`src/rtl/up_count_ctrl.sv`:
```
// up_count_ctrl: start/pause/abort sequencer driving cnt_en/cnt_clr for an up-counter with prescaled ticks.
module up_count_ctrl #(
    parameter int WIDTH = 4,
    parameter int PRE_W = 4,
    parameter int PER_W = 8
) (
    input  logic             clk,
    input  logic             rst,
    input  logic             start,
    input  logic             pause,
    input  logic             abort,
    input  logic             periodic,
    input  logic [WIDTH-1:0] term,
    input  logic [PRE_W-1:0] prescale,
    input  logic [WIDTH-1:0] count,
    output logic             cnt_en,
    output logic             cnt_clr,
    output logic             busy,
    output logic             paused,
    output logic             done,
    output logic [PER_W-1:0] periods
);
    typedef enum logic [1:0] {IDLE, RUN, PAUSE} state_t;
    state_t state, state_nx;
    logic [WIDTH-1:0] term_q;
    logic [PRE_W-1:0] pre_q, pre_cnt;
    logic per_q, go, tick, expire;
    always_comb begin
        go       = state == IDLE && start && !abort;
        tick     = state == RUN && pre_cnt == pre_q && !pause && !abort;
        expire   = tick && count == term_q;
        cnt_en   = tick && !expire && !rst;
        cnt_clr  = rst || go || (state != IDLE && abort) || expire;
        state_nx = state;
        case (state)
            IDLE:    state_nx = go ? RUN : IDLE;
            RUN:     state_nx = abort ? IDLE : pause ? PAUSE : (expire && !per_q) ? IDLE : RUN;
            PAUSE:   state_nx = abort ? IDLE : start ? RUN : PAUSE;
            default: state_nx = IDLE;
        endcase
    end
    assign busy   = state != IDLE;
    assign paused = state == PAUSE;
    always_ff @(posedge clk) begin
        if (rst) state <= IDLE;
        else     state <= state_nx;
    end
    // pre_cnt only advances on RUN cycles that are not paused or aborted
    always_ff @(posedge clk) begin
        if (rst) begin
            term_q  <= '0;
            pre_q   <= '0;
            per_q   <= 1'b0;
            pre_cnt <= '0;
            periods <= '0;
            done    <= 1'b0;
        end else begin
            done <= expire;
            if (go) begin
                term_q  <= term;
                pre_q   <= prescale;
                per_q   <= periodic;
                pre_cnt <= '0;
                periods <= '0;
            end else begin
                if (state == RUN && !abort && !pause) pre_cnt <= tick ? '0 : pre_cnt + 1'b1;
                if (expire) periods <= periods + 1'b1;
            end
        end
    end
endmodule
```
`config.mk`:
```
export PLATFORM = sky130hd
export DESIGN_NAME = up_count_ctrl
export DESIGN_NICKNAME = d
export VERILOG_FILES = /design/src/rtl/up_count_ctrl.sv
export SDC_FILE = /design/constraint.sdc
export NUM_CORES = 1
export LEC_CHECK = 0
export ABC_AREA = 0
export BUFFER_PORTS_ARGS = -buffer_cell sky130_fd_sc_hd__buf_4
export CAP_MARGIN = 20
export CELL_PAD_IN_SITES_DETAIL_PLACEMENT = 2
export CELL_PAD_IN_SITES_GLOBAL_PLACEMENT = 2
export CORE_MARGIN = 1
export CORE_UTILIZATION = 28
export CTS_CLUSTER_DIAMETER = 30
export DETAILED_ROUTE_END_ITERATION = 7
export PLACE_DENSITY = 0.81
export SLEW_MARGIN = 20
export SYNTH_ARGS = -nofsm -noshare
export SYNTH_HDL_FRONTEND = slang
export SYNTH_SLANG_ARGS = --single-unit
export TNS_END_PERCENT = 100
```
`constraint.sdc`:
```
create_clock -name clk -period 2.4 [get_ports clk]
set_clock_uncertainty 0.1 [all_clocks]
set_input_delay 0.48 -clock clk [delete_from_list [all_inputs] [get_ports clk]]
set_output_delay 0.48 -clock clk [all_outputs]
set_load 0.02 [all_outputs]
```
== Word level (Yosys, flattened, before mapping) ==
Cells that the tools add are included.
Storage, ports and cells
  flip-flop bits (word level): 24
  output and inout port bits: 13
  word-level logic and storage cells: 44
Operators by class
  add/sub/neg operators: 2
  equal/unequal tests: 4
  multiplexer cells: 8
  reduce and logical (&&, ||, !) cells: 23
Operators with widths (count)
  $logic_and A1 B1 Y1: 12
  $add A8 B1 Y8 const B: 1
  $eq A4 B4 Y1: 2
  $mux W2: 4
  $pmux W2 S3: 1
  $logic_not A1 Y1: 5
  $add A4 B1 Y4 const B: 1
  $mux W4: 1
  $logic_or A1 B1 Y1: 3
  $eq A2 B1 Y1 const B: 1
  $eq A2 B2 Y1 const B: 1
  $logic_not A2 Y1: 1
  $mux W1: 2
  $reduce_bool A2 Y1: 1
  $reduce_or A2 Y1: 1

== Depth between registers and ports, before layout ==
Gate-level depths: netlist of run 1.
  depth in word-level cells: 10
  depth in mapped cells: 7

== Worst setup path before layout of run 1 ==
OpenSTA, ideal clock, no wires.
  path type: input port to output port
  start point: input port abort
  end point: output port cnt_en
  arrival: 1947 ps
  data required time: 1820 ps
  path slack: -127 ps
  cell stages on the path: 5
  cells stage by stage: buf_6 > or4b_4 > nor3_2 > nand2_1 > nor3_1
Between the ends
  longest elaborated chain between the ends: 6
RTL lines
  start: declaration: line 11  | input logic abort,
  $logic_not A1 Y1 (*): line 30  | tick = state == RUN && pre_cnt == pre_q && !pause && !abort;
  $logic_and A1 B1 Y1 (*): line 30
  $logic_and A1 B1 Y1: line 31  | expire = tick && count == term_q;
  $logic_not A1 Y1: line 32  | cnt_en = tick && !expire && !rst;
  $logic_and A1 B1 Y1 (*) (2 in series): line 32
  end: declaration: line 16  | output logic cnt_en,
Every way passes the cells marked *; elsewhere a longest branch is shown, timed or not.

== Worst setup path after layout of run 1 ==
  start point: register state[1]
  end point: output port cnt_en
Between the ends
  longest elaborated chain between the ends: 8
RTL lines
  start: declaration: line 24  | state_t state, state_nx;
  start signal: assignment: line 46  | else state <= state_nx;
  $eq A2 B1 Y1 (*): line 30
  $logic_and A1 B1 Y1 (*) (3 in series): line 30
  $logic_and A1 B1 Y1: line 31
  $logic_not A1 Y1: line 32
  $logic_and A1 B1 Y1 (*) (2 in series): line 32
Marks and branches as above.

==> results.md, run 1 <==
* Crit end category: output port
* IO Port Bufs at 30
* Mux contribution to synthesized area at 0.892%
* Hold Crit Class: in -> reg
* #FFs+latches synth at 24
* GR Util All Layers at 18.1%
* Post-Syn Nets at 158
* Clk buf depth at 2
* Crit path largest cell delay at 0.54 ns
* Critical Path, Cell by Cell: or4b_4, nor3_4, nand2_2, nor3_2, buf_4
* Clk sinks at 24
* CTS tree: built
* Core area at 3740 um^2
* Clock latency on the worst-skew pair at 0.26 ns
* Max-slew violations at 0
* Global route overflow at 0
* Initial antenna violation count at 0
* Crit-path slowest cell: or4b_4
* Adder-cell share of the synthesized area at 2.23%
* Final hold viol count at 0
* Routed Wire Length at 3.48 mm
* Avg Inst Size Synth at 8.13 um^2
* CTS buffer count at 3
* Tmin final at 2.36 ns
* Nets at 201
* Hold slack at 0.362 ns
* WP data arrival at 1.78 ns
* Number of synthesis warnings at 0
* Vias in the first global route at 1,194
* Vias per cell at 4.91
* Worst Tran Pin Value at 0.621 ns
* Die Y at 65.3 um
* Cells after Synth at 138
* Row count at 22
* Post-Synthesis Cell Area at 1120 um^2
* CTS Root Cell: clkbuf_8
* CP Data Required Time at 1.82 ns
* GP Congestion at 0.778
* Setup Crit Path Kind: reg -> out
* Post-DP HPWL at 2.57 mm
* Post-Synth XOR/XNOR Area at 9.36%
* Htree depth at 1
* Leak pwr at 0.669 nW
* Largest family of logic cells by synthesized area: simple AND/OR/NAND/NOR gates
* Run status: complete, no violations
* Post-route ant nets at 0
* Final period util at 98.3%
* Share of post-route cells with drive strength above 1 at 30.2%
* Worst setup margin at 0.0417 ns
* Initial DRC Count at 15
* WP buf/inv at 1
* Post-route setup TNS at 0 ns
* Placement Cell Area at 1460 um^2
* Post-route design area at 1550 um^2
* Ant. Diodes at 0
* Setup violators final at 0
* Post-placement setup slack at 0.00326 ns
* MaxCap Viol Count at 0
* Area Growth Syn to Fin at 38.2%
* Power density over the cells at 479 nW/um^2
* Global-route wire length before repair at 5.83 mm
* # DRC at 0
* Sequential fraction of the synthesis area at 42.8%
* CP delay by family, top: simple AND/OR/NAND/NOR gates
* Critical path launch point type: flop
* Drt wl/cell at 15.3 um
* Yosys cell types at 29
* Chip Width at 65.3 um
* Clk slew on worst S/H paths at 0.08 ns
* Die area at 4270 um^2
* Worst slew margin at 58.0%
* Synth Area in Compound Gates at 10.3%
* Fmax at 424 MHz
* Pin count of the biggest net entering global routing at 16
* Io pins at 31
* Unrepaired setup endpoints after global routing: yes
* Vias at 1,115
* Router iterations before antenna repair at 4
* VDD IR max at 213 uV
* Initial Util at 30.0%
* CP max FO at 4
* Synth Area in Simple Gates at 31.5%
## placed cells by master, fill, tap and decap left out, types with 2 or more instances in the layout
master	instances
dfxtp_1	23
nand2_1	27
xor2_1	12
clkbuf_8	3
or3_1	5
buf_4	43
nand3_1	5
nand4_1	3
nor3_1	3
a21oi_1	17
ha_1	2
o21ai_0	5
nor2_1	12
## cell usage after synthesis, drive strengths merged
cell type	number	share of area (%)
and2	1	0.56
or2	1	0.56
nor2b	1	0.56
a21oi	17	7.6
nor4b	1	0.78
or3	5	2.8
o21ai	6	2.7
nor3b	2	1.8
buf	3	1.9
or4b	1	1.2
clkbuf	3	1.0
ha	2	2.2
nor4	1	0.56
dfxtp	24	43
nand3	6	3.1
or3b	1	0.78
xor2	12	9.4
nand2b	1	0.56
and3	1	0.56
nand4	3	1.7
nor2	12	4.0
mux2i	1	0.89
nor3	5	2.7
nand2	28	9.4
## cell type report
type / count / area (um^2)
clock buffer: 3 / 41.3
tap: 48 / 60.1
sequential: 24 / 484
timing repair buffer: 44 / 343
multi-input combinational: 108 / 623
fill: 435 / 2190
## kinds of logic (layout without fill, tap and decap cells)
kind of cell	Yosys count	after routing
muxes	1	1
buffers and inverters	6	47
adders and majority gates	2	2
DFF	24	24
and+or+nand+nor	70	70
AOI/OAI and AO/OA	23	23
xor gates and xnor gates	12	12
## what timing repair did
item,in CTS,in global routing
gates resized for setup,4,0
hold buffers,0,0
buffers inserted,3,2
setup endpoints to repair,2,2
pin swaps,4,1
## where the power goes
part | internal, W | switching [W]
Combinational | 0.0000455 | 0.0000503
Clock | 0.000112 | 0.000125
Sequential | 0.000405 | 0.00000568
## metal layers
layer  global-route usage (%)  up-vias  wire [um]
met5                        0        -          0
met4                     4.08        0         29
met3                     3.82        4        119
met2                     34.4       21       1890
met1                     20.4      536       1440
li1                         -      554          -
## tightest hold or removal path, stage by stage
cell	delay (ns)
buf_4	0.11
nand2_1	0.04
a21oi_1	0.05
## final timing paths
path         slack (ns)  depth (start not counted)  startpoint         end
max                0.04                          5    state[1]      cnt_en
min                0.36                          3     term[0]   term_q[0]
max reg2reg        0.19                          7    state[1]  periods[6]
min reg2reg        0.36                          2       per_q       per_q
## flip-flops by register name, indices dropped and copies added, names as in the netlist
name	flops
pre_q	4
per_q	1
state	2
pre_cnt	4
periods	8
term_q	4
done	1
## through the flow
step | utilization [%] | power [W] | std cells
global placement | 39.0 | 0.000509 | 219
detailed placement | 39.0 | 0.000515 | 219
global route | 41.4 | 0.000782 | 227
floorplan | - | 0.000467 | 138
finish | 41.4 | 0.000744 | 227
CTS | 41.0 | 0.000751 | 225
Note: power is estimated with default switching activity, not from simulation.
==> inputs of run 2 (changes only) <==
--- a/config.mk
+++ b/config.mk
@@ -6,10 +6,11 @@
 export NUM_CORES = 1
 export LEC_CHECK = 0
 export ABC_AREA = 0
-export BUFFER_PORTS_ARGS = -buffer_cell sky130_fd_sc_hd__buf_4
+export BUFFER_PORTS_ARGS = -buffer_cell sky130_fd_sc_hd__buf_2
 export CAP_MARGIN = 20
 export CELL_PAD_IN_SITES_DETAIL_PLACEMENT = 2
 export CELL_PAD_IN_SITES_GLOBAL_PLACEMENT = 2
+export CORE_ASPECT_RATIO = 0.9
 export CORE_MARGIN = 1
 export CORE_UTILIZATION = 28
 export CTS_CLUSTER_DIAMETER = 30
==> results.md, run 2 (synthesis results as in run 1) <==
* GP Congestion at 0.852 (+9.5%)
* CTS Root Cell: clkbuf_8
* Worst Tran Pin Value at 0.577 ns (-0.0435 ns)
* Share of post-route cells with drive strength above 1 at 29.4% (-0.79 points)
* Post-route design area at 1470 um^2 (-5.0%)
* Vias in the first global route at 1,115 (-6.6%)
* Post-DP HPWL at 2.49 mm (-3.2%)
* Initial Util at 29.7% (-0.32 points)
* Core area at 3780 um^2 (+1.1%)
* Util after Layout at 39.0% (-2.5 points)
* Clock latency on the worst-skew pair at 0.27 ns (about the same)
* Fillcell total at 455 (+4.6%)
* CTS buffer count at 3 (unchanged)
* Reg power frac at 48.1% (-7.2 points)
* Power share of the combinational group at 9.9% (-3.0 points)
* CP max FO at 3 (-1)
* # DRC at 0 (unchanged)
* Worst reg2reg setup slack at 0.27 ns (+0.08 ns)
* Clk slew on worst S/H paths at 0.09 ns (about the same)
* Post-placement setup slack at -0.00525 ns (-0.00850 ns)
* Ant. Diodes at 0 (unchanged)
* Clk buf depth at 2 (unchanged)
* Routed Wire Length at 3.34 mm (-3.9%)
* CP Data Required Time at 1.82 ns (about the same)
* Die Y at 62.1 um (-5.0%)
* R2r endpoint: periods[6]
* Clk sinks at 24 (unchanged)
* Vias per cell at 4.96 (+0.88%)
* Final period util at 97.1% (-1.2 points)
* IO Port Bufs at 30 (unchanged)
* Htree depth at 1 (unchanged)
* Crit end category: output port
* P_int at 0.000665 W (+18%)
* Max-slew violations at 0 (unchanged)
* CTS tree: built
* VDD IR max at 244 uV (+14%)
* Met1 WL at 1.49 mm (+3.2%)
* Pin count of the biggest net entering global routing at 16 (unchanged)
* Metal3 WL at 96 um (-19%)
* Most common cell after layout, fill and taps aside: buf_2
* Final hold viol count at 0 (unchanged)
* Clk network pwr share at 42.0% (+10 points)
* Worst Setup SP: state[1]
* Power density over the cells at 580 nW/um^2 (+21%)
* Area Growth Syn to Fin at 31.3%
* MaxCap Viol Count at 0 (unchanged)
* GR Util All Layers at 17.5% (-0.69 points)
* Setup violators final at 0 (unchanged)
* Hold Crit Class: in -> reg
* Met2 WL at 1.73 mm (-8.4%)
* Most flops, register: periods
* Worst setup margin at 0.0697 ns (+0.0280 ns)
* Chip Width at 68.7 um (+5.2%)
* Most frequent cells in the layout: buf_2 (28), nand2_1 (27), dfxtp_1 (23)
* Power, Total at 0.000855 W (+15%)
* Nets at 198 (-1.5%)
* Worst hold path startpoint: term[1]
* Hold Path End: term_q[1]
* DR top layer: met4
* Global route overflow at 0 (unchanged)
* Row count at 21 (-4.5%)
* Max reg flops at 8 (unchanged)
* Router iterations before antenna repair at 2 (-2)
* Critical path launch point type: flop
* Initial DRC Count at 14 (-1)
* WHS Path Cells at 3 (unchanged)
* FF-to-FF path depth at 6 (-1)
* WP data arrival at 1.75 ns (-0.03 ns)
* Drt wl/cell at 15.0 um (-2.2%)
* Global-route wire length before repair at 5.39 mm (-7.6%)
* Worst slew margin at 61.0% (+2.9 points)
* Tmin final at 2.33 ns (-0.0280 ns)
* Setup Crit Path Kind: reg -> out
* Post-route setup TNS at 0 ns (unchanged)
* Io pins at 31 (unchanged)
* Run status: complete, no violations
* RR Startpoint: state[1]
* Placement Cell Area at 1370 um^2 (-6.2%)
* Post-route ant nets at 0 (unchanged)
* Switching Fraction at 22.3% (-2.0 points)
* Initial antenna violation count at 0 (unchanged)
* Leak pwr at 0.650 nW (-2.9%)
* Psw at 0.000191 W (+5.7%)
* Die area at 4270 um^2 (about the same)
* Unrepaired setup endpoints after global routing: no
* Vias at 1,105 (-0.90%)
* Fmax at 429 MHz (+1.2%)
==> run 2: cell count changes in the layout (fill, tap and decap cells not counted), sizes merged <==
cell    delta
buf        -3
bufinv     +1
==> run 2: metrics by stage <==
step	std cells	hold WS, ns
after floorplan	138	0.337
after global placement	217	0.356
after detailed placement	217	0.374
after CTS	223	0.339
after global routing	223	0.340
final	223	0.341
==> run 2: final cells by class <==
cell class | instances | area, um^2 | share of cell area, %
clock buffers | 3 | 41.3 | 2.80
clock inverters | 1 | 30.0 | 2.04
multi-input cells | 108 | 623 | 42.3
flip-flops and latches | 24 | 484 | 32.9
well taps | 46 | 57.6 | 3.90
repair buffers | 41 | 238 | 16.1
==> run 2: what timing repair did <==
action / 4_1_cts / 5_1_grt
buffers inserted: 2 / 0
pin swaps: 3 / 1
resized for setup: 6 / 0
hold buffers: 0 / 0
endpoints found under the setup margin: 2 / 2
==> run 2: worst max-delay path by stage <==
stage	endpoint	slack [ns]	depth (start not counted)
after detailed placement	periods[6]	-0.005	7
after CTS	cnt_en	0.01	5
after global routing	cnt_en	0.01	5
after floorplan	cnt_clr	-0.0008	6
after global placement	cnt_en	0.03	6
final	cnt_en	0.07	5
==> run 2: layer usage <==
metal	track usage [%]	vias to the layer above
met5	0	-
met4	4.37	0
met3	3.47	4
met2	31.0	20
met1	21.8	534
li1	-	547
==> run 2: power by group through the flow <==
stage / clock network [W] / registers, W / logic [W]
after floorplan: 0 / 0.000421 / 0.0000456
after global placement: 0 / 0.000421 / 0.0000777
after detailed placement: 0 / 0.000422 / 0.0000829
after CTS: 0.000367 / 0.000412 / 0.0000868
after global routing: 0.000388 / 0.000413 / 0.0000947
final: 0.000360 / 0.000411 / 0.0000846
==> run 2: critical path, stage by stage, from the launching register on <==
cell and delay (ns):
dfxtp_4 0.36, or4b_4 0.53, nor3_4 0.20, nand2_2 0.09
nor3_2 0.13, buf_4 0.16
==> inputs of run 3 (changes only) <==
--- a/config.mk
+++ b/config.mk
@@ -15,6 +15,7 @@
 export CORE_UTILIZATION = 28
 export CTS_CLUSTER_DIAMETER = 30
 export DETAILED_ROUTE_END_ITERATION = 7
+export GPL_TIMING_DRIVEN = 0
 export PLACE_DENSITY = 0.81
 export SLEW_MARGIN = 20
 export SYNTH_ARGS = -nofsm -noshare
==> results.md, run 3 (synthesis results as in run 1) <==
* WHS Path Cells at 2 (-1)
* Vias in the first global route at 1,180 (+5.8%)
* Initial antenna violation count at 0 (unchanged)
* # DRC at 0 (unchanged)
* Leak pwr at 0.669 nW (+2.9%)
* CP max FO at 5 (+2)
* Drt wl/cell at 17.5 um (+17%)
* Clk slew on worst S/H paths at 0.09 ns (about the same)
* Chip Width at 68.7 um (unchanged)
* Vias at 1,135 (+2.7%)
* Most flops, register: periods
* Tmin final at 2.42 ns (+0.0944 ns)
* Placement Cell Area at 1330 um^2 (-2.9%)
* Fmax at 412 MHz (-3.9%)
* FF-to-FF path depth at 6 (unchanged)
* Crit end category: output port
* Ant. Diodes at 0 (unchanged)
* Max reg flops at 8 (unchanged)
* Core area at 3780 um^2 (unchanged)
* MaxCap Viol Count at 0 (unchanged)
* Power density over the cells at 563 nW/um^2 (-2.9%)
* Setup Crit Path Kind: reg -> out
* Io pins at 31 (unchanged)
* Initial DRC Count at 26 (+12)
* Hold Crit Class: in -> reg
* Worst hold path startpoint: abort
* CTS Root Cell: clkbuf_8
* Hold slack at 0.319 ns (-0.0224 ns)
* Area Growth Syn to Fin at 38.1%
* Post-route design area at 1550 um^2 (+5.2%)
* Post-route ant nets at 0 (unchanged)
* CTS buffer count at 3 (unchanged)
* Vias per cell at 5.00 (+0.90%)
* Worst setup margin at -0.0247 ns (-0.0944 ns)
* Seq. cell area at 488 um^2 (+0.78%)
* CTS Hold Bufs at 0 (unchanged)
* Clk buf depth at 2 (unchanged)
* Worst slew margin at 58.9% (-2.0 points)
* Post-DP HPWL at 2.56 mm (+2.7%)
* Post-route setup TNS at -0.0247 ns (-0.0247 ns)
* Die area at 4270 um^2 (unchanged)
* Area of the multi-input gates at 656 um^2 (+5.2%)
* Row count at 21 (unchanged)
* Unrepaired setup endpoints after global routing: yes
* Final period util at 101% (+3.9 points)
* Setup violators final at 1 (+1)
* WP data arrival at 1.84 ns (+0.09 ns)
* Hold Path End: state[1]
* IO Port Bufs at 29 (-3.3%)
* Fillcell total at 434 (-4.6%)
* Run status: finished, violations left
* Die Y at 62.1 um (unchanged)
* CP Data Required Time at 1.82 ns (about the same)
* Final hold viol count at 0 (unchanged)
* Nets at 202 (+2.0%)
* Most frequent cells in the layout: nand2_1 (27), buf_2 (27), dfxtp_1 (22)
* Failing checks: negative setup slack
* Global route overflow at 0 (unchanged)
* Share of post-route cells with drive strength above 1 at 30.9% (+1.6 points)
* GP Congestion at 0.732 (-14%)
* RR Startpoint: state[1]
* Clock latency on the worst-skew pair at 0.28 ns (about the same)
* Worst Tran Pin Value at 0.607 ns (+0.0299 ns)
* Worst reg2reg setup slack at 0.30 ns (+0.03 ns)
* Util after Layout at 41.0% (+2.0 points)
* Routed Wire Length at 3.98 mm (+19%)
* VDD IR max at 260 uV (+6.6%)
* GR Util All Layers at 21.5% (+4.0 points)
* Htree depth at 1 (unchanged)
* Critical path launch point type: flop
* CTS tree: built
* Clk sinks at 24 (unchanged)
* Pin count of the biggest net entering global routing at 15 (-1)
* Router iterations before antenna repair at 4 (+2)
* Initial Util at 29.7% (unchanged)
* R2r endpoint: periods[7]
* Post-placement setup slack at -0.336 ns (-0.331 ns)
* Max-slew violations at 0 (unchanged)
* Global-route wire length before repair at 6.32 mm (+17%)
-- run 3: cell type report --
cell class | count | area share (%)
plain buffers | 6 | 2.50
clock buffers | 3 | 2.66
clock inverters | 1 | 1.94
multi-input cells | 108 | 42.3
flip-flops and latches | 24 | 31.5
well taps | 46 | 3.71
repair buffers | 39 | 15.4
-- run 3: layer usage --
layer	global-route usage, %	vias up	part of all wire, %
met5	0	-	0
met4	4.37	0	0.63
met3	4.93	3	3.5
met1	25.3	553	42
met2	39.9	22	53
li1	-	557	-
-- run 3: how the worst max path moves through the flow --
stage               cells after the start       to  startpoint
global route                            6  cnt_clr    state[1]
global placement                        7  cnt_clr    count[1]
finish                                  6  cnt_clr    state[1]
CTS                                     5   cnt_en    state[1]
detailed placement                      7  cnt_clr    count[1]
floorplan                               6  cnt_clr       abort
-- run 3: power by group --
| part | total (W) | switching, W | internal [W] |
|---|---|---|---|
| combinational | 0.0000988 | 0.0000579 | 0.0000409 |
| sequential | 0.000412 | 0.00000678 | 0.000405 |
| clock | 0.000363 | 0.000139 | 0.000223 |
| total | 0.000873 | 0.000204 | 0.000669 |
-- run 3: stage by stage --
| step | total power, W | instances |
|---|---|---|
| floorplan | 0.000467 | 138 |
| global placement | 0.000493 | 213 |
| detailed placement | 0.000500 | 213 |
| CTS | 0.000871 | 224 |
| global route | 0.000908 | 227 |
| finish | 0.000873 | 227 |
-- run 3: critical path: stages, from the launching register on --
cell and delay (ns):
dfxtp_4 0.36, or4b_4 0.51, nor3_4 0.21, nand3_2 0.14
buf_6 0.16, nand3_2 0.07, buf_6 0.11
-- run 3: timing repair --
action / 4_1_cts / 5_1_grt
pin swaps: 3 / 3
cloned: 0 / 0
resized for setup: 17 / 1
endpoints found under the setup margin: 2 / 2
setup buffers: 7 / 3
hold endpoints to repair: 0 / 0
